--- config.mk ---
export PLATFORM = sky130hd
export DESIGN_NAME = vehicle_sensor_conditioner_flat
export DESIGN_NICKNAME = d
export VERILOG_FILES = /design/src/rtl/vehicle_sensor_conditioner_if.sv /design/src/rtl/vehicle_sensor_conditioner.sv /design/src/flat_wrapper.sv
export SDC_FILE = /design/constraint.sdc
export NUM_CORES = 1
export LEC_CHECK = 0
export BUFFER_PORTS_ARGS = -buffer_cell sky130_fd_sc_hd__buf_2
export CAP_MARGIN = 20
export CORE_MARGIN = 2
export CORE_UTILIZATION = 47
export CTS_CLUSTER_DIAMETER = 30
export DETAILED_ROUTE_END_ITERATION = 8
export PLACE_DENSITY = 0.73
export SYNTH_ARGS = -nofsm -noshare
export SYNTH_HDL_FRONTEND = slang
export SYNTH_SLANG_ARGS = --single-unit
--- constraint.sdc ---
create_clock -name clk -period 1.7 [get_ports clk]
set_input_delay 0.255 -clock clk [delete_from_list [all_inputs] [get_ports clk]]
set_output_delay 0.255 -clock clk [all_outputs]
set_load 0.05 [all_outputs]
--- src/rtl/vehicle_sensor_conditioner_if.sv ---
// Loop-detector conditioner signal bundle.
// Sensor inputs toward the conditioner, request/status outputs back.
interface vehicle_sensor_conditioner_if;
  logic       sensor_raw;
  logic       green_ack;
  logic       car_detect;
  logic [7:0] car_count;
  logic       fault;

  modport master (
    output sensor_raw,
    output green_ack,
    input  car_detect,
    input  car_count,
    input  fault
  );

  modport slave (
    input  sensor_raw,
    input  green_ack,
    output car_detect,
    output car_count,
    output fault
  );
endinterface

--- src/rtl/vehicle_sensor_conditioner.sv ---
// Loop-detector conditioner: sync, debounce, hold and stuck detection.
// Feeds a traffic light controller with a clean car_detect request.
module vehicle_sensor_conditioner #(
  parameter int DEBOUNCE_CYCLES = 4,
  parameter int HOLD_CYCLES     = 8,
  parameter int STUCK_CYCLES    = 32
) (
  input logic                         clk,
  input logic                         reset,
  vehicle_sensor_conditioner_if.slave sns
);

  typedef enum logic [1:0] {
    IDLE,
    DETECT,
    HOLD,
    FAULT
  } state_t;

  localparam logic [7:0]  DB_LAST    = 8'(DEBOUNCE_CYCLES - 1);
  localparam logic [7:0]  HOLD_LOAD  = 8'(HOLD_CYCLES);
  localparam logic [15:0] STUCK_LAST = 16'(STUCK_CYCLES - 1);

  logic        s_meta;
  logic        s_sync;
  logic        sensor_db;
  logic [7:0]  db_cnt;
  logic [7:0]  hold_cnt;
  logic [15:0] stuck_cnt;
  state_t      state;
  logic        car_detect_q;
  logic [7:0]  car_count_q;
  logic        fault_q;
  logic [7:0]  count_inc;

  assign count_inc = (car_count_q == 8'hff) ? car_count_q
                                            : car_count_q + 8'd1;

  assign sns.car_detect = car_detect_q;
  assign sns.car_count  = car_count_q;
  assign sns.fault      = fault_q;

  // Two-flop synchronizer for the asynchronous loop level.
  always_ff @(posedge clk or negedge reset) begin
    if (!reset) begin
      s_meta <= 1'b0;
      s_sync <= 1'b0;
    end else begin
      s_meta <= sns.sensor_raw;
      s_sync <= s_meta;
    end
  end

  // Debounce: flip only after a full run of differing samples.
  always_ff @(posedge clk or negedge reset) begin
    if (!reset) begin
      sensor_db <= 1'b0;
      db_cnt    <= 8'd0;
    end else if (s_sync == sensor_db) begin
      db_cnt <= 8'd0;
    end else if (db_cnt == DB_LAST) begin
      sensor_db <= s_sync;
      db_cnt    <= 8'd0;
    end else begin
      db_cnt <= db_cnt + 8'd1;
    end
  end

  // Presence FSM with registered request, count and sticky fault.
  always_ff @(posedge clk or negedge reset) begin
    if (!reset) begin
      state        <= IDLE;
      car_detect_q <= 1'b0;
      car_count_q  <= 8'd0;
      fault_q      <= 1'b0;
      hold_cnt     <= 8'd0;
      stuck_cnt    <= 16'd0;
    end else begin
      unique case (state)
        IDLE: begin
          if (sensor_db) begin
            state        <= DETECT;
            car_detect_q <= 1'b1;
            car_count_q  <= count_inc;
            stuck_cnt    <= 16'd0;
          end
        end
        DETECT: begin
          if (!sensor_db) begin
            state    <= HOLD;
            hold_cnt <= HOLD_LOAD;
          end else if (stuck_cnt == STUCK_LAST) begin
            state   <= FAULT;
            fault_q <= 1'b1;
          end else begin
            stuck_cnt <= stuck_cnt + 16'd1;
          end
        end
        HOLD: begin
          if (sensor_db) begin
            state       <= DETECT;
            car_count_q <= count_inc;
            stuck_cnt   <= 16'd0;
          end else if (sns.green_ack || hold_cnt == 8'd1) begin
            state        <= IDLE;
            car_detect_q <= 1'b0;
            hold_cnt     <= 8'd0;
          end else begin
            hold_cnt <= hold_cnt - 8'd1;
          end
        end
        FAULT: begin
          if (!sensor_db) begin
            state        <= IDLE;
            car_detect_q <= 1'b0;
          end
        end
        default: begin
          state        <= IDLE;
          car_detect_q <= 1'b0;
        end
      endcase
    end
  end

endmodule

--- src/flat_wrapper.sv ---
// flat-port wrapper written by rule: the top's interface ports become plain ports
module vehicle_sensor_conditioner_flat 
#(
  parameter int DEBOUNCE_CYCLES = 4,
  parameter int HOLD_CYCLES     = 8,
  parameter int STUCK_CYCLES    = 32
)
  (clk, reset, sns_sensor_raw, sns_green_ack, sns_car_detect, sns_car_count, sns_fault);
  vehicle_sensor_conditioner_if sns_i ();
  input logic clk;
  input logic reset;
  input wire logic [$bits(sns_i.sensor_raw)-1:0] sns_sensor_raw;
  input wire logic [$bits(sns_i.green_ack)-1:0] sns_green_ack;
  output wire logic [$bits(sns_i.car_detect)-1:0] sns_car_detect;
  output wire logic [$bits(sns_i.car_count)-1:0] sns_car_count;
  output wire logic [$bits(sns_i.fault)-1:0] sns_fault;
  assign sns_i.sensor_raw = sns_sensor_raw;
  assign sns_i.green_ack = sns_green_ack;
  assign sns_car_detect = sns_i.car_detect;
  assign sns_car_count = sns_i.car_count;
  assign sns_fault = sns_i.fault;
  vehicle_sensor_conditioner #(.DEBOUNCE_CYCLES(DEBOUNCE_CYCLES), .HOLD_CYCLES(HOLD_CYCLES), .STUCK_CYCLES(STUCK_CYCLES)) u_core (.clk(clk), .reset(reset), .sns(sns_i));
endmodule
==> results of run 1 <==
## worst max-delay path, cell delays in order, from the launching register on
cell and delay [ns]:
dfrtp_1 0.38, ha_2 0.18, or4b_1 0.43, or4_4 0.45
mux2_2 0.28
## cells in the final DEF, fill, tap and decap left out, types with 6 or more instances in the layout
| cell type | netlist | final |
|---|---|---|
| nor3_1 | 6 | 6 |
| o21ai_0 | 8 | 8 |
| buf_4 | 0 | 52 |
| a21oi_1 | 12 | 9 |
| dfrtp_1 | 47 | 45 |
| nand2b_1 | 6 | 6 |
| o211ai_1 | 6 | 6 |
| nand2_1 | 16 | 15 |
| nand3_1 | 17 | 14 |
| or4_1 | 10 | 6 |
| inv_1 | 12 | 11 |
| nor2_1 | 17 | 17 |
| xor2_1 | 9 | 9 |
| buf_2 | 3 | 14 |
## sequential cells by signal (all words and copies together) (netlist names)
signal and cells:
u_core.db_cnt 8, u_core.hold_cnt 8, u_core.state 2, u_core.s_sync 1
u_core.sns.car_detect 1, u_core.stuck_cnt 16, u_core.s_meta 1, u_core.sns.fault 1
u_core.sensor_db 1, u_core.sns.car_count 8
## path summary, 6_finish.rpt
kind,startpoint,endpoint,slack [ns],depth (start not counted)
setup reg to reg,u_core.db_cnt[1],u_core.sensor_db,-0.13,4
setup / recovery,u_core.db_cnt[1],u_core.sensor_db,-0.13,4
max in group asynchronous,reset,u_core.state[0],0.84,3
hold reg to reg,u_core.s_meta,u_core.s_sync,0.37,0
min in group asynchronous,reset,u_core.stuck_cnt[5],0.36,2
hold / removal,sns_sensor_raw,u_core.s_meta,0.04,1
## cell type report
cell class	count	area (um^2)
clock buffers	5	68.8
clock inverters	3	22.5
flip-flops and latches	47	1180
fillers	423	1860
inverters	12	45.0
well taps	70	87.6
multi-input cells	178	1320
repair buffers	69	493
## kinds of logic after synthesis
kind of cell / Yosys count / share of synthesized area
compound gates: 50 / 0.143
simple gates: 101 / 0.230
xor+xnor: 14 / 0.0501
buf+inv: 21 / 0.0368
mux: 8 / 0.0342
flops: 47 / 0.480
fa+ha+maj: 5 / 0.0255
## metrics by stage
| stage | instances | util | worst slack [ns] | instance area [um^2] |
|---|---|---|---|---|
| 6_report | 384 | 0.633 | -0.127 | 3210 |
| 5_1_grt | 384 | 0.633 | -0.191 | 3210 |
| 4_1_cts | 373 | 0.596 | -0.113 | 3020 |
| 3_5_place_dp | 362 | 0.569 | -0.130 | 2890 |
| 3_3_place_gp | 362 | 0.569 | -0.0434 | 2890 |
| 2_1_floorplan | 246 | - | -0.0708 | 2470 |
## power groups by stage
stage	sequential [mW]	combinational [mW]	clock [mW]
3_3_place_gp	1.56	1.71	0
4_1_cts	1.54	1.81	0.735
5_1_grt	1.60	2.17	0.778
6_report	1.57	1.96	0.705
3_5_place_dp	1.57	1.75	0
2_1_floorplan	1.78	0.935	0
## metal layers
layer	wire (um)	up-vias	share of wire
met2	2640	40	0.48
met1	2530	1030	0.46
met4	92	0	0.017
li1	-	1036	-
met5	0	-	0
met3	220	7	0.040
## what timing repair did
action,CTS,global route
gates cloned,0,1
hold buffers,1,0
gates resized for setup,5,25
pin swaps,1,11
hold endpoints to repair,10,0
setup endpoints to repair,22,28
buffers inserted,2,11
==> key figures, run 1 <==
STA
  • Fin Hold WS: approximately 0.043 ns
  • Fin worst setup slack: -0.127 ns
  • Final Cycle Share: 1.07
  • Worst slew pin tran: about 0.37 ns
  • Achievable clock frequency: 547 MHz
  • RSZ-0062 raised after global routing: true
  • Final min period: roughly 1.8 ns
  • Slew Limit Fails: 0
  • Final setup vio count: 16
  • Clock skew: between 0.009 and 0.01 ns
  • Max-Slew Margin vs Limit: 0.753
  • Endpoints failing hold: 0
  • Setup_tns: -1.04 ns

Synth
  • Commonest cells in the synthesized netlist: dfrtp_1, nand3_1, nor2_1
  • Top-count cell post-synth: dfrtp_1
  • Area share of the largest cell type after synthesis: 0.480
  • Syn avg cell area: around 10 um^2
  • Synth cell types: 49
  • Top_reg_cell synth: dfrtp_1
  • Yosys top cell by area: dfrtp_1
  • Yosys reg bits: 47
  • Post-synth ARST share: 1.00
  • Syn nets: about 260
  • Top cells by area, synth: dfrtp_1, nand3_1, xor2_1, or4_1, nor2_1
  • Cell Area, Synth: roughly 2400 um^2
  • Post-synth EDFFs: 0
  • Ys Warns: 0
  • Sequential share of the synthesized area: 0.480
  • Post-synthesis cell count: ~250

Outcome
  • Failing checks: setup timing
  • Status: finished with violations

Critical path
  • Crit path kind: reg2reg
  • CP Max Fanout: 3
  • Worst EP required: around 1.9 ns
  • Arr. time, crit path: a little over 2 ns
  • Critical Path End Type: flip-flop
  • Worst setup SP type: flip-flop

GRT
  • Met2 Use GR: 0.296
  • Tot GR Track Use: 0.192
  • Initial antenna violation count: 0
  • GR met1 Demand/Resource: 0.260
  • Global-route wire length before repair: 8920 um
  • Grt ovf: 0
  • M3 GR Usage: 0.0391
  • Most used routing layer: met2
  • Largest net degree at the start of global routing: 18
  • Vias in the first global route: between 1,500 and 2,000

Routing
  • Post-route DRC: 0
  • 1st-iter DRT viols: between 100 and 150
  • Drt first pass iters: 4
  • WL final: ~5500 um
  • Wire length per cell: around 14 um
  • Routed vias/inst: approximately 5.5
  • Routed vias: 2,113
  • Final ANT Viol Nets: 0

Cells and area
  • # diodes: 0
  • Share of cells above drive strength 1: 0.360
  • NumNets Final: between 300 and 400
  • Area growth, synth to finish: 31.1%

Flow run
  • Max Cap Viol: 0

Power and ir drop
  • Comb pwr share: 0.463
  • Pint: approximately 2.5 mW
  • Sw Share: 0.412
  • Final Power: around 4.2 mW
  • Leakage: 1.47 nW
  • Clock Power Share: 0.167
  • Flop pwr share: 0.371
  • Power per cell area: approximately 1300 nW/um^2
  • Sw power: between 1.5 and 2 mW
  • VDD IR-drop max: approximately 1.2 mV

Floorplan
  • Core footprint: 5070 um^2
  • Die Y: around 76 um
  • Die W: about 76 um
  • I/O pin total: 14
  • Die area: approximately 5800 um^2
  • Initial core utilization: 0.482
  • FP Rows: 26

Placed design
  • DP HPWL: 3680 um
  • IO Port Bufs: 13
  • Global placement routability congestion: between 0.8 and 0.9

Clocking
  • Clock sink count: 47
  • Htree depth: 2
  • Clk Latency, worst-skew pair: a little over 0.3 ns
  • Clock transition at the registers of the reported paths: approximately 0.090 ns
  • Total CTS buffers: 5
  • Clock buffer depth: 2
  • CTS tree: built
  • CTS root buffer: clkbuf_8

Min path
  • Worst hold path type: in2reg
No activity file was read; power rests on OpenSTA's default activity.
==> inputs of run 2 (changes only) <==
- PLACE_DENSITY: 0.73 -> 0.7
- clock period: 1.7 -> 2.1 ns (I/O delays scaled with it)
==> run 2 against run 1 <==
Net effect: worst setup slack improved by 0.24 ns; the flow now finishes without violations; sequential power shrank 17%; fmax decreased by 8.3%; first-iteration DRC count is 2.2% higher; core utilization down 9.3 points; critical path type unchanged.
==> key figures, run 2 (same netlist as run 1, synthesis figures left out) <==
Placed design
  • IO Port Bufs: 13
  • Post-Place Worst Slack: between 0.1 and 0.15 ns
  • Inst Count DP: 330
  • DP HPWL: ~3400 um
  • Placed cell areas: 2630 um^2
  • Global placement routability congestion: approximately 0.84

Critical path
  • Reg-to-reg slack, setup: approximately 0.11 ns
  • Crit path kind: reg2reg
  • Reg2reg start: u_core.stuck_cnt[13]
  • Worst EP required: around 2.3 ns
  • Reg2reg end: u_core.stuck_cnt[5]
  • Arr. time, crit path: between 2 and 2.5 ns
  • CP Max Fanout: 10
  • Worst setup SP type: flip-flop
  • R2R depth: 4
  • Critical Path End Type: flip-flop

Routing
  • Routed vias/inst: between 5 and 6
  • 1st-iter DRT viols: 139
  • Routed vias: 1,909
  • Final ANT Viol Nets: 0
  • Drt first pass iters: 4
  • Wire length per cell: approximately 14 um
  • WL final: 4700 um
  • Post-route DRC: 0

Clocking
  • Total CTS buffers: 5
  • CTS tree: built
  • Htree depth: 2
  • Clock sink count: 47
  • CTS root buffer: clkbuf_8
  • Clock buffer depth: 2
  • Clk Latency, worst-skew pair: 0.30 ns
  • Clock transition at the registers of the reported paths: 0.09 ns

Cells and area
  • Post-route cell area: about 2700 um^2
  • Share of cells above drive strength 1: 0.167
  • Multi-input logic area: 1190 um^2
  • Final non-filler cell total: ~340
  • Layout fillers: approximately 470
  • Seq. cell area: roughly 1200 um^2
  • # diodes: 0
  • Most common cell after layout, fill and taps aside: dfrtp_1
  • Max reg flops: 16
  • Most frequent cells in the layout: dfrtp_1, nand3_1, nor2_1
  • NumNets Final: 277
  • Top reg by flops: u_core.stuck_cnt
  • Final core occ: 0.540
  • Area growth, synth to finish: 11.9%

STA
  • Worst slew pin tran: about 0.57 ns
  • Achievable clock frequency: approximately 500 MHz
  • RSZ-0062 raised after global routing: false
  • Slew Limit Fails: 0
  • Final Cycle Share: 0.948
  • Final min period: between 1.5 and 2 ns
  • Fin worst setup slack: 0.109 ns
  • Setup_tns: 0 ns
  • Final setup vio count: 0
  • Max-Slew Margin vs Limit: 0.621
  • Endpoints failing hold: 0
  • Fin Hold WS: around 0.12 ns
  • Clock skew: around 0.010 ns

Min path
  • Hold path depth: 1
  • Worst hold path type: in2reg
  • Hold endpoint: u_core.s_meta
  • Hold wc startpoint: sns_sensor_raw

Floorplan
  • FP Rows: 26
  • Initial core utilization: 0.482
  • Die W: between 70 and 80 um
  • Die area: between 5000 and 6000 um^2
  • Core footprint: ~5000 um^2
  • I/O pin total: 14
  • Die Y: ~76 um

Power and ir drop
  • Leakage: ~1.2 nW
  • Sw power: between 1 and 1.5 mW
  • Flop pwr share: 0.426
  • Clock Power Share: 0.180
  • VDD IR-drop max: 0.750 mV
  • Power per cell area: approximately 1100 nW/um^2
  • Pint: approximately 1.8 mW
  • Comb pwr share: 0.394
  • Sw Share: 0.417
  • Final Power: 3.05 mW

GRT
  • Grt ovf: 0
  • Tot GR Track Use: 0.175
  • Initial antenna violation count: 0
  • Largest net degree at the start of global routing: 19
  • Global-route wire length before repair: ~8300 um
  • Vias in the first global route: approximately 1,800

Flow run
  • Max Cap Viol: 0

Outcome
  • Status: completed
==> run 2: worst max path at each step <==
| stage | startpoint | endpoint | slack [ns] | depth (start not counted) |
|---|---|---|---|---|
| after detailed placement | u_core.stuck_cnt[1] | u_core.stuck_cnt[5] | 0.12 | 5 |
| after global routing | u_core.stuck_cnt[10] | u_core.stuck_cnt[5] | 0.004 | 4 |
| after floorplan | u_core.sns.car_count[0] | u_core.sns.car_count[1] | 0.18 | 4 |
| after global placement | u_core.stuck_cnt[13] | u_core.stuck_cnt[5] | 0.17 | 4 |
| final | u_core.stuck_cnt[13] | u_core.stuck_cnt[5] | 0.11 | 4 |
| after CTS | u_core.stuck_cnt[1] | u_core.stuck_cnt[5] | 0.1 | 5 |
==> run 2: per-layer routing <==
layer / up-vias / wire length, um / GRT usage / part of all wire
li1: 953 / - / - / -
met1: 920 / 2280 / 0.240 / 0.48
met2: 31 / 2200 / 0.278 / 0.47
met3: 5 / 171 / 0.0415 / 0.036
met4: 0 / 54 / 0.0527 / 0.011
met5: - / 0 / 0 / 0
==> run 2: cell type report <==
type / count / share of cell area
sequential: 47 / 0.429
multi-input combinational: 178 / 0.435
inverter: 12 / 0.0164
clock buffer: 5 / 0.0251
tap: 70 / 0.0320
timing repair buffer: 24 / 0.0548
clock inverter: 3 / 0.00731
==> run 2: critical path: stages, from the launching register on <==
cell and delay (ns):
dfrtp_1 0.43, or4_4 0.58, o41ai_4 0.60, or4_1 0.19
o211ai_1 0.08
==> run 2: power by group through the flow <==
stage / combinational (mW) / clock (mW) / sequential, mW
6_report: 1.20 / 0.549 / 1.30
5_1_grt: 1.34 / 0.594 / 1.34
4_1_cts: 1.21 / 0.567 / 1.30
3_5_place_dp: 1.21 / 0 / 1.31
3_3_place_gp: 1.19 / 0 / 1.31
2_1_floorplan: 0.749 / 0 / 1.44
==> run 2: what timing repair did <==
action / CTS / global route
buffers inserted: 0 / 0
hold buffers: 1 / 0
resized for setup: 0 / 2
endpoints found under the hold margin: 14 / 0
endpoints found under the setup margin: 0 / 7
